<file path="config.mk">
export PLATFORM = sky130hd
export DESIGN_NAME = riscvi2oi_muldiv_arb
export DESIGN_NICKNAME = d
export VERILOG_FILES = /design/src/rtl/riscvi2oi_muldiv_arb_pkg.sv /design/src/rtl/riscvi2oi_muldiv_arb_tagq.sv /design/src/rtl/riscvi2oi_muldiv_arb.sv
export SDC_FILE = /design/constraint.sdc
export NUM_CORES = 1
export LEC_CHECK = 0
export ABC_AREA = 1
export BUFFER_PORTS_ARGS = -buffer_cell sky130_fd_sc_hd__buf_2
export CAP_MARGIN = 20
export CORE_AREA = 2 2 158 160
export CTS_CLUSTER_DIAMETER = 80
export DETAILED_ROUTE_END_ITERATION = 10
export DIE_AREA = 0 0 160 162
export PLACE_DENSITY = 0.47
export SYNTH_ARGS = -nofsm -noshare
export SYNTH_HDL_FRONTEND = slang
export SYNTH_HIERARCHICAL = 1
export SYNTH_SLANG_ARGS = --single-unit
</file>
<file path="constraint.sdc">
create_clock -name clk -period 5.4 [get_ports clk]
set_clock_uncertainty 0.1 [all_clocks]
set_input_delay 0.27 -clock clk [delete_from_list [all_inputs] [get_ports clk]]
set_output_delay 0.27 -clock clk [all_outputs]
set_load 0.02 [all_outputs]
</file>
<file path="src/rtl/riscvi2oi_muldiv_arb_pkg.sv">
// Shared constants for the two-requester mul/div arbiter: message widths,
// field positions and function codes.
package riscvi2oi_muldiv_arb_pkg;

  localparam int REQ_W  = 67;
  localparam int RESP_W = 64;
  localparam int FN_W   = 3;
  localparam int OP_W   = 32;

  localparam int FN_LSB  = 64;
  localparam int OPA_LSB = 32;
  localparam int OPB_LSB = 0;

  typedef enum logic [FN_W-1:0] {
    FN_MUL  = 3'd0,
    FN_DIV  = 3'd1,
    FN_DIVU = 3'd2,
    FN_REM  = 3'd3,
    FN_REMU = 3'd4
  } muldiv_fn_e;

  function automatic logic [FN_W-1:0] msg_fn(input logic [REQ_W-1:0] msg);
    return msg[FN_LSB +: FN_W];
  endfunction

  function automatic logic [OP_W-1:0] msg_opa(input logic [REQ_W-1:0] msg);
    return msg[OPA_LSB +: OP_W];
  endfunction

  function automatic logic [OP_W-1:0] msg_opb(input logic [REQ_W-1:0] msg);
    return msg[OPB_LSB +: OP_W];
  endfunction

endpackage

</file>
<file path="src/rtl/riscvi2oi_muldiv_arb_tagq.sv">
// In-order tag queue: DEPTH x 1-bit circular FIFO recording which requester
// owns each request outstanding in the shared unit.
module riscvi2oi_muldiv_tagq #(
  parameter int DEPTH = 4,
  parameter int PTR_W = 2
) (
  input  logic clk,
  input  logic reset,
  input  logic push,
  input  logic push_id,
  input  logic pop,
  output logic head,
  output logic full,
  output logic empty
);

  localparam logic [PTR_W:0] FULL_CNT = (PTR_W + 1)'(DEPTH);

  logic             mem [DEPTH];
  logic [PTR_W-1:0] head_ptr;
  logic [PTR_W-1:0] tail_ptr;
  logic [PTR_W:0]   count;

  // Pointers wrap naturally because DEPTH is a power of two.
  always_ff @(posedge clk or posedge reset) begin
    if (reset) begin
      head_ptr <= '0;
      tail_ptr <= '0;
      count    <= '0;
    end else begin
      if (push) tail_ptr <= tail_ptr + PTR_W'(1);
      if (pop)  head_ptr <= head_ptr + PTR_W'(1);
      case ({push, pop})
        2'b10:   count <= count + (PTR_W + 1)'(1);
        2'b01:   count <= count - (PTR_W + 1)'(1);
        default: count <= count;
      endcase
    end
  end

  always_ff @(posedge clk) begin
    if (push) mem[tail_ptr] <= push_id;
  end

  assign head  = mem[head_ptr];
  assign full  = (count == FULL_CNT);
  assign empty = (count == '0);

endmodule

</file>
<file path="src/rtl/riscvi2oi_muldiv_arb.sv">
// Round-robin sharing of one pipelined mul/div unit between two requesters;
// responses are steered back by an in-order tag queue with zero added latency.
module riscvi2oi_muldiv_arb
  import riscvi2oi_muldiv_arb_pkg::*;
#(
  parameter int DEPTH = 4,
  parameter int PTR_W = 2
) (
  input  logic              clk,
  input  logic              reset,

  input  logic [REQ_W-1:0]  req0_msg,
  input  logic              req0_val,
  output logic              req0_rdy,
  input  logic [REQ_W-1:0]  req1_msg,
  input  logic              req1_val,
  output logic              req1_rdy,

  output logic [RESP_W-1:0] resp0_msg,
  output logic              resp0_val,
  input  logic              resp0_rdy,
  output logic [RESP_W-1:0] resp1_msg,
  output logic              resp1_val,
  input  logic              resp1_rdy,

  output logic [REQ_W-1:0]  md_req_msg,
  output logic              md_req_val,
  input  logic              md_req_rdy,
  input  logic [RESP_W-1:0] md_resp_msg,
  input  logic              md_resp_val,
  output logic              md_resp_rdy,

  output logic              err_orphan
);

  logic prio;
  logic err_flag;
  logic winner;
  logic can_issue;
  logic any_val;
  logic push;
  logic pop;
  logic head;
  logic full;
  logic empty;
  logic head_rdy;
  logic orphan;

  riscvi2oi_muldiv_tagq #(
    .DEPTH (DEPTH),
    .PTR_W (PTR_W)
  ) u_tagq (
    .clk     (clk),
    .reset   (reset),
    .push    (push),
    .push_id (winner),
    .pop     (pop),
    .head    (head),
    .full    (full),
    .empty   (empty)
  );

  // Request side: the favoured requester only matters when both are valid.
  always_comb begin
    any_val   = req0_val || req1_val;
    winner    = (req0_val && req1_val) ? prio : req1_val;
    can_issue = !reset && !full && md_req_rdy;
  end

  assign md_req_val = can_issue && any_val;
  assign md_req_msg = winner ? req1_msg : req0_msg;
  assign req0_rdy   = can_issue && !winner;
  assign req1_rdy   = can_issue && winner;
  assign push       = md_req_val && md_req_rdy;

  // Response side: the head tag selects which requester sees the result.
  always_comb begin
    head_rdy = head ? resp1_rdy : resp0_rdy;
    orphan   = md_resp_val && empty;
  end

  assign resp0_val   = !reset && md_resp_val && !empty && !head;
  assign resp1_val   = !reset && md_resp_val && !empty && head;
  assign resp0_msg   = md_resp_msg;
  assign resp1_msg   = md_resp_msg;
  assign md_resp_rdy = !reset && !empty && head_rdy;
  assign pop         = md_resp_val && md_resp_rdy;

  always_ff @(posedge clk or posedge reset) begin
    if (reset) begin
      prio <= 1'b0;
    end else if (push) begin
      prio <= !winner;
    end
  end

  // Sticky until reset: a result arrived that nobody is waiting for.
  always_ff @(posedge clk or posedge reset) begin
    if (reset) begin
      err_flag <= 1'b0;
    end else if (orphan) begin
      err_flag <= 1'b1;
    end
  end

  assign err_orphan = err_flag;

endmodule

</file>
# After elaboration in Yosys (flattened, before gate mapping)
# Memory sizes are Yosys's and may differ from the RTL's.
# Index checks and enable logic that the tools add are counted.
[op_classes]
mux = 6
addsub = 4
eq_ne = 3
n_reduce_logical = 23
[op_table]
columns = ["cell", "count"]
rows = [
  ["2-to-1 mux 67 bit", 1],
  ["logical AND 1 bit", 15],
  ["case mux 3 bit (2 select lines)", 1],
  ["zero test 1 bit", 5],
  ["adder 2 x 1 -> 2 bit, second input constant", 2],
  ["2-to-1 mux 1 bit", 4],
  ["adder 3 x 1 -> 3 bit, second input constant", 1],
  ["== test 3 bit, second input constant", 1],
  ["zero test 3 bit", 1],
  ["subtractor 3 x 1 -> 3 bit, second input constant", 1],
  ["== test 2 x 1 -> 1 bit, second input constant", 1],
  ["== test 2 bit, second input constant", 1],
  ["nonzero test 2 bit", 1],
  ["logical OR 1 bit", 1],
]
[totals]
elab_cells = 42
ram_bits = 4
n_memories = 1
register_bits = 9
inputBits = 206
output_inout_bits = 202
[mem_list]
columns = ["memory", "depth", "width", "read_ports", "rd_clocked_by_memory_dff", "write_ports", "line_no", "text"]
rows = [
  ["u_tagq.mem", 4, 1, 1, 0, 1, "riscvi2oi_muldiv_arb_tagq.sv:19", "logic mem [DEPTH];"],
]

# Depth between registers and ports, before layout
[depth]
depth_word = 8
depth_mapped = 15
depth_no_buf = 15

# Modules after synthesis
# Netlist, hierarchy kept.
[modules_own_cells]
columns = ["mod", "cells_per_inst", "instances", "area_per_inst_um2"]
rows = [
  ["riscvi2oi_muldiv_arb", 376, 1, 1980.6],
  ["riscvi2oi_muldiv_tagq", 61, 1, 583.1],
]

# Worst setup path before layout
# Ideal clock, no wire load.
[synth_path]
path_type = "register to register"
from = "register u_tagq.head_ptr[0]"
to = "register u_tagq.count[2]"
required_time_ps = 5183
path_slack_ps = 3186
stages_incl_launch_ff = 13
setup_time_ps = 117
n_path_buf = 0
t_arrival_ps = 1997
path_cell_list = "dfrtp_1 > o211ai_1 > nand2_1 > inv_1 > o21ai_0 > nor3_1 > ha_1 > inv_1 > fa_1 > nand2_1 > nand3_1 > nand2_1 > nand2_1"
[synth_via]
elab_chain_cells = 6
word_cells_on_any_way = 8
cone_classes = "eq/ne: 2; mux: 2; reduce/logical: 3; memory: 1"
[synth_lines]
columns = ["element", "line_no", "text"]
rows = [
  ["start, declared", "riscvi2oi_muldiv_arb_tagq.sv:20", "logic [PTR_W-1:0] head_ptr;"],
  ["start signal, assigned", "riscvi2oi_muldiv_arb_tagq.sv:32", "if (pop) head_ptr <= head_ptr + PTR_W'(1);"],
  ["memory (4 x 1 bit) (*)", "n/a", ""],
  ["via head", "riscvi2oi_muldiv_arb.sv:43", "logic head;"],
  ["2-to-1 mux 1 bit (*)", "riscvi2oi_muldiv_arb.sv:78", "head_rdy = head ? resp1_rdy : resp0_rdy;"],
  ["logical AND 1 bit (*)", "riscvi2oi_muldiv_arb.sv:86", "assign md_resp_rdy = !reset && !empty && head_rdy;"],
  ["logical AND 1 bit (*)", "riscvi2oi_muldiv_arb.sv:87", "assign pop = md_resp_val && md_resp_rdy;"],
  ["via pop", "riscvi2oi_muldiv_arb.sv:42", "logic pop;"],
  ["== test 2 x 1 -> 1 bit or == test 2 bit (tied branches)", "riscvi2oi_muldiv_arb_tagq.sv:33", "case ({push, pop})"],
  ["case mux 3 bit (2 select lines) or nonzero test 2 bit (tied branches)", "n/a", ""],
  ["end signal, assigned", "riscvi2oi_muldiv_arb_tagq.sv:34", "2'b10: count <= count + (PTR_W + 1)'(1);"],
  ["end signal, assigned", "riscvi2oi_muldiv_arb_tagq.sv:35", "2'b01: count <= count - (PTR_W + 1)'(1);"],
  ["end signal, assigned", "riscvi2oi_muldiv_arb_tagq.sv:36", "default: count <= count;"],
  ["end, declared", "riscvi2oi_muldiv_arb_tagq.sv:22", "logic [PTR_W:0] count;"],
]
# The timed path passes the listed nets; every way through them passes the cells marked *.
# A chain may end at the register's enable or synchronous reset.

# Worst setup path after layout
[layout_path]
from = "register prio"
to = "output md_req_msg[2]"
[layout_via]
elab_chain_cells = 2
[layout_lines]
columns = ["element", "line_no", "text"]
rows = [
  ["start, declared", "riscvi2oi_muldiv_arb.sv:36", "logic prio;"],
  ["start signal, assigned", "riscvi2oi_muldiv_arb.sv:93", "prio <= !winner;"],
  ["2-to-1 mux 1 bit", "riscvi2oi_muldiv_arb.sv:66", "winner = (req0_val && req1_val) ? prio : req1_val;"],
  ["2-to-1 mux 67 bit", "riscvi2oi_muldiv_arb.sv:71", "assign md_req_msg = winner ? req1_msg : req0_msg;"],
  ["end, declared", "riscvi2oi_muldiv_arb.sv:26", "output logic [REQ_W-1:0] md_req_msg,"],
]
# Every way passes these cells.

==> metrics <==
worst vdd ir=0.000157 V; largest net degree at the start of global routing=70; first-pass GRT wire length=12.6 mm; core box area=24100 sq um; hold depth=2; post-layout net count=729; RSZ-0062 raised after global routing=false; mapped cell area=2560 sq um; final worst slack=2930 ps; Die ar.=25900 sq um; Buffers on Ports=215; Slew headroom=0.484; synthesized flop and latch total=13; Mean Syn Cell Area=5.87 sq um; Tcrit/Tclk final=0.457; clk_lat worst skew=250 ps; worst hold slack=188 ps; LEAKAGE=0.00195 uW; Synth Instances=437; vias in the first global route=2364; Die H=162 microns; Clock Tree Root=clkbuf_16; H-tree levels=1; RR Endpoint=u_tagq/count[2]; CTS sink count=13; Worst R2R Start=u_tagq/head_ptr[0]; Critical Path Source Type=flop; PD cells=262 nW/um^2; crit-path max FO=42; r2r worst-path depth=12; Max Root-Sink Buffers=2; gpl congestion=0.743; CP Class=reg2out; final max-slew violation count=0; Layout area overhead=20.7%; gr ovfl total=0; Syn. warnings=6; final hold violation count=0; setup tns final=0 ps; clk slew on worst S/H paths=50 ps; I/O pin cnt=408; Final setup viols=0; Crit path arrival time=2100 ps; routed via count=2601; Routed WL per cell=10.6 microns; hold path endpoint=err_orphan; Final HPWL DP=7.28 mm; post-synthesis cell type count=20; commonest non-fill, non-tap cell in the layout=nand2_1; max-cap viol count=0; FMAX=0.405 GHz; CTS tree=yes; layout cell share with drive strength beyond 1=0.432; R2R Setup Slk=2980 ps; Initial Util=0.106; Critical Path Sink Type=output port; # diodes=0; min-delay src=md_resp_val; Worst-Margin Slew=775 ps; final wirelength=8.88 mm; initial antenna violation count=0; Syn Nets=649; most frequent cells in the layout=nand2_1 (222), buf_2 (215), inv_1 (25); std cell rows=57; CTS Buf Count=3; vias per inst=3.10; Tmin final=2470 ps; Critical Path RT=5030 ps; drt first pass iters=4; Overall Power=811 uW; chip width=160 microns; HP Class=in2reg; Final ANT Viol Nets=0; Setup WS pre-CTS=3000 ps; sequential area share after synthesis=0.135; Filler cells=2920; Overall Global Routing Usage=0.0613; status=finished clean; initial DRC count=142; DRC Markers=0
[layer usage]
layer / routed length [microns] / track usage
met1: 3300 / 0.0675
met4: 147 / 0.0135
met2: 4060 / 0.101
met3: 1370 / 0.0383
met5: 0 / 0
[how the worst max path moves through the flow]
stage | startpoint | to | slack, ps | cells after the start
after floorplan | u_tagq/head_ptr[0] | u_tagq/count[2] | 3190 | 12
after global placement | u_tagq/head_ptr[0] | u_tagq/count[2] | 3030 | 12
after detailed placement | u_tagq/head_ptr[0] | u_tagq/count[2] | 3000 | 12
after CTS | prio | md_req_msg[2] | 2860 | 8
after global routing | prio | md_req_msg[50] | 2720 | 8
final | prio | md_req_msg[2] | 2930 | 8
[cells by family after synthesis]
| kind of cell | count (synthesis) | share of synthesized area |
|---|---|---|
| flip-flops | 13 | 0.135 |
| XOR/XNOR | 4 | 0.0137 |
| AND/OR/NAND/NOR | 239 | 0.355 |
| AO/OA/AOI/OAI | 6 | 0.0146 |
| adder cells (fa/ha/maj) | 6 | 0.0322 |
| buffers and inverters | 169 | 0.450 |
[cell usage after synthesis]
cell,instances,area share
buf_4,131,0.38
nand4_1,1,0.0024
nand2_2,1,0.0024
edfxtp_1,4,0.047
dfrtp_1,9,0.088
ha_1,5,0.024
fa_1,1,0.0078
buf_6,2,0.0088
nor2_1,9,0.013
nor3_1,3,0.0059
a21o_1,1,0.0029
nand3_1,3,0.0059
o21ai_0,3,0.0059
o211ai_1,2,0.0059
inv_1,25,0.037
xnor2_1,1,0.0034
nand2_1,222,0.33
xor2_1,3,0.010
buf_2,10,0.020
inv_2,1,0.0015
[area by class of cell]
type | instances | area (sq um) | share of cell area
timing repair buffer | 218 | 1100 | 0.356
sequential | 13 | 345 | 0.112
multi-input combinational | 255 | 1060 | 0.344
tap | 324 | 405 | 0.131
clock buffer | 3 | 75.1 | 0.0243
clock inverter | 1 | 5.00 | 0.00162
inverter | 26 | 97.6 | 0.0315
[what timing repair did]
item | CTS | global route
gates resized for setup | 0 | 0
hold buffers | 1 | 0
endpoints found under the hold margin | 9 | 0
setup buffers | 0 | 0
[flip-flops by register name, indices dropped and copies added (netlist names)]
name	cells
u_tagq/tail_ptr	2
prio	1
u_tagq/count	3
u_tagq/head_ptr	2
u_tagq/mem	4
err_orphan	1
[where the power goes]
part	internal [uW]	switching (uW)	leakage, uW	total (uW)
clock network	99.0	47.4	0.0000409	146
logic	177	324	0.00177	501
registers	136	27.6	0.000141	163
[critical path: stages, from the launching register on]
cell	delay, ps
dfrtp_1	340
inv_1	40
nand2_1	60
nand2_2	60
inv_2	480
buf_4	450
nand2_1	100
nand2_1	130
buf_2	180
[stage by stage]
step                area (sq um)  utilization  cells
finish                      3090        0.128    840
global placement            3000        0.125    835
CTS                         3090        0.128    840
global route                3090        0.128    840
detailed placement          3000        0.125    835
floorplan                   2560            -    437
Note: power is estimated with default switching activity, not from simulation.
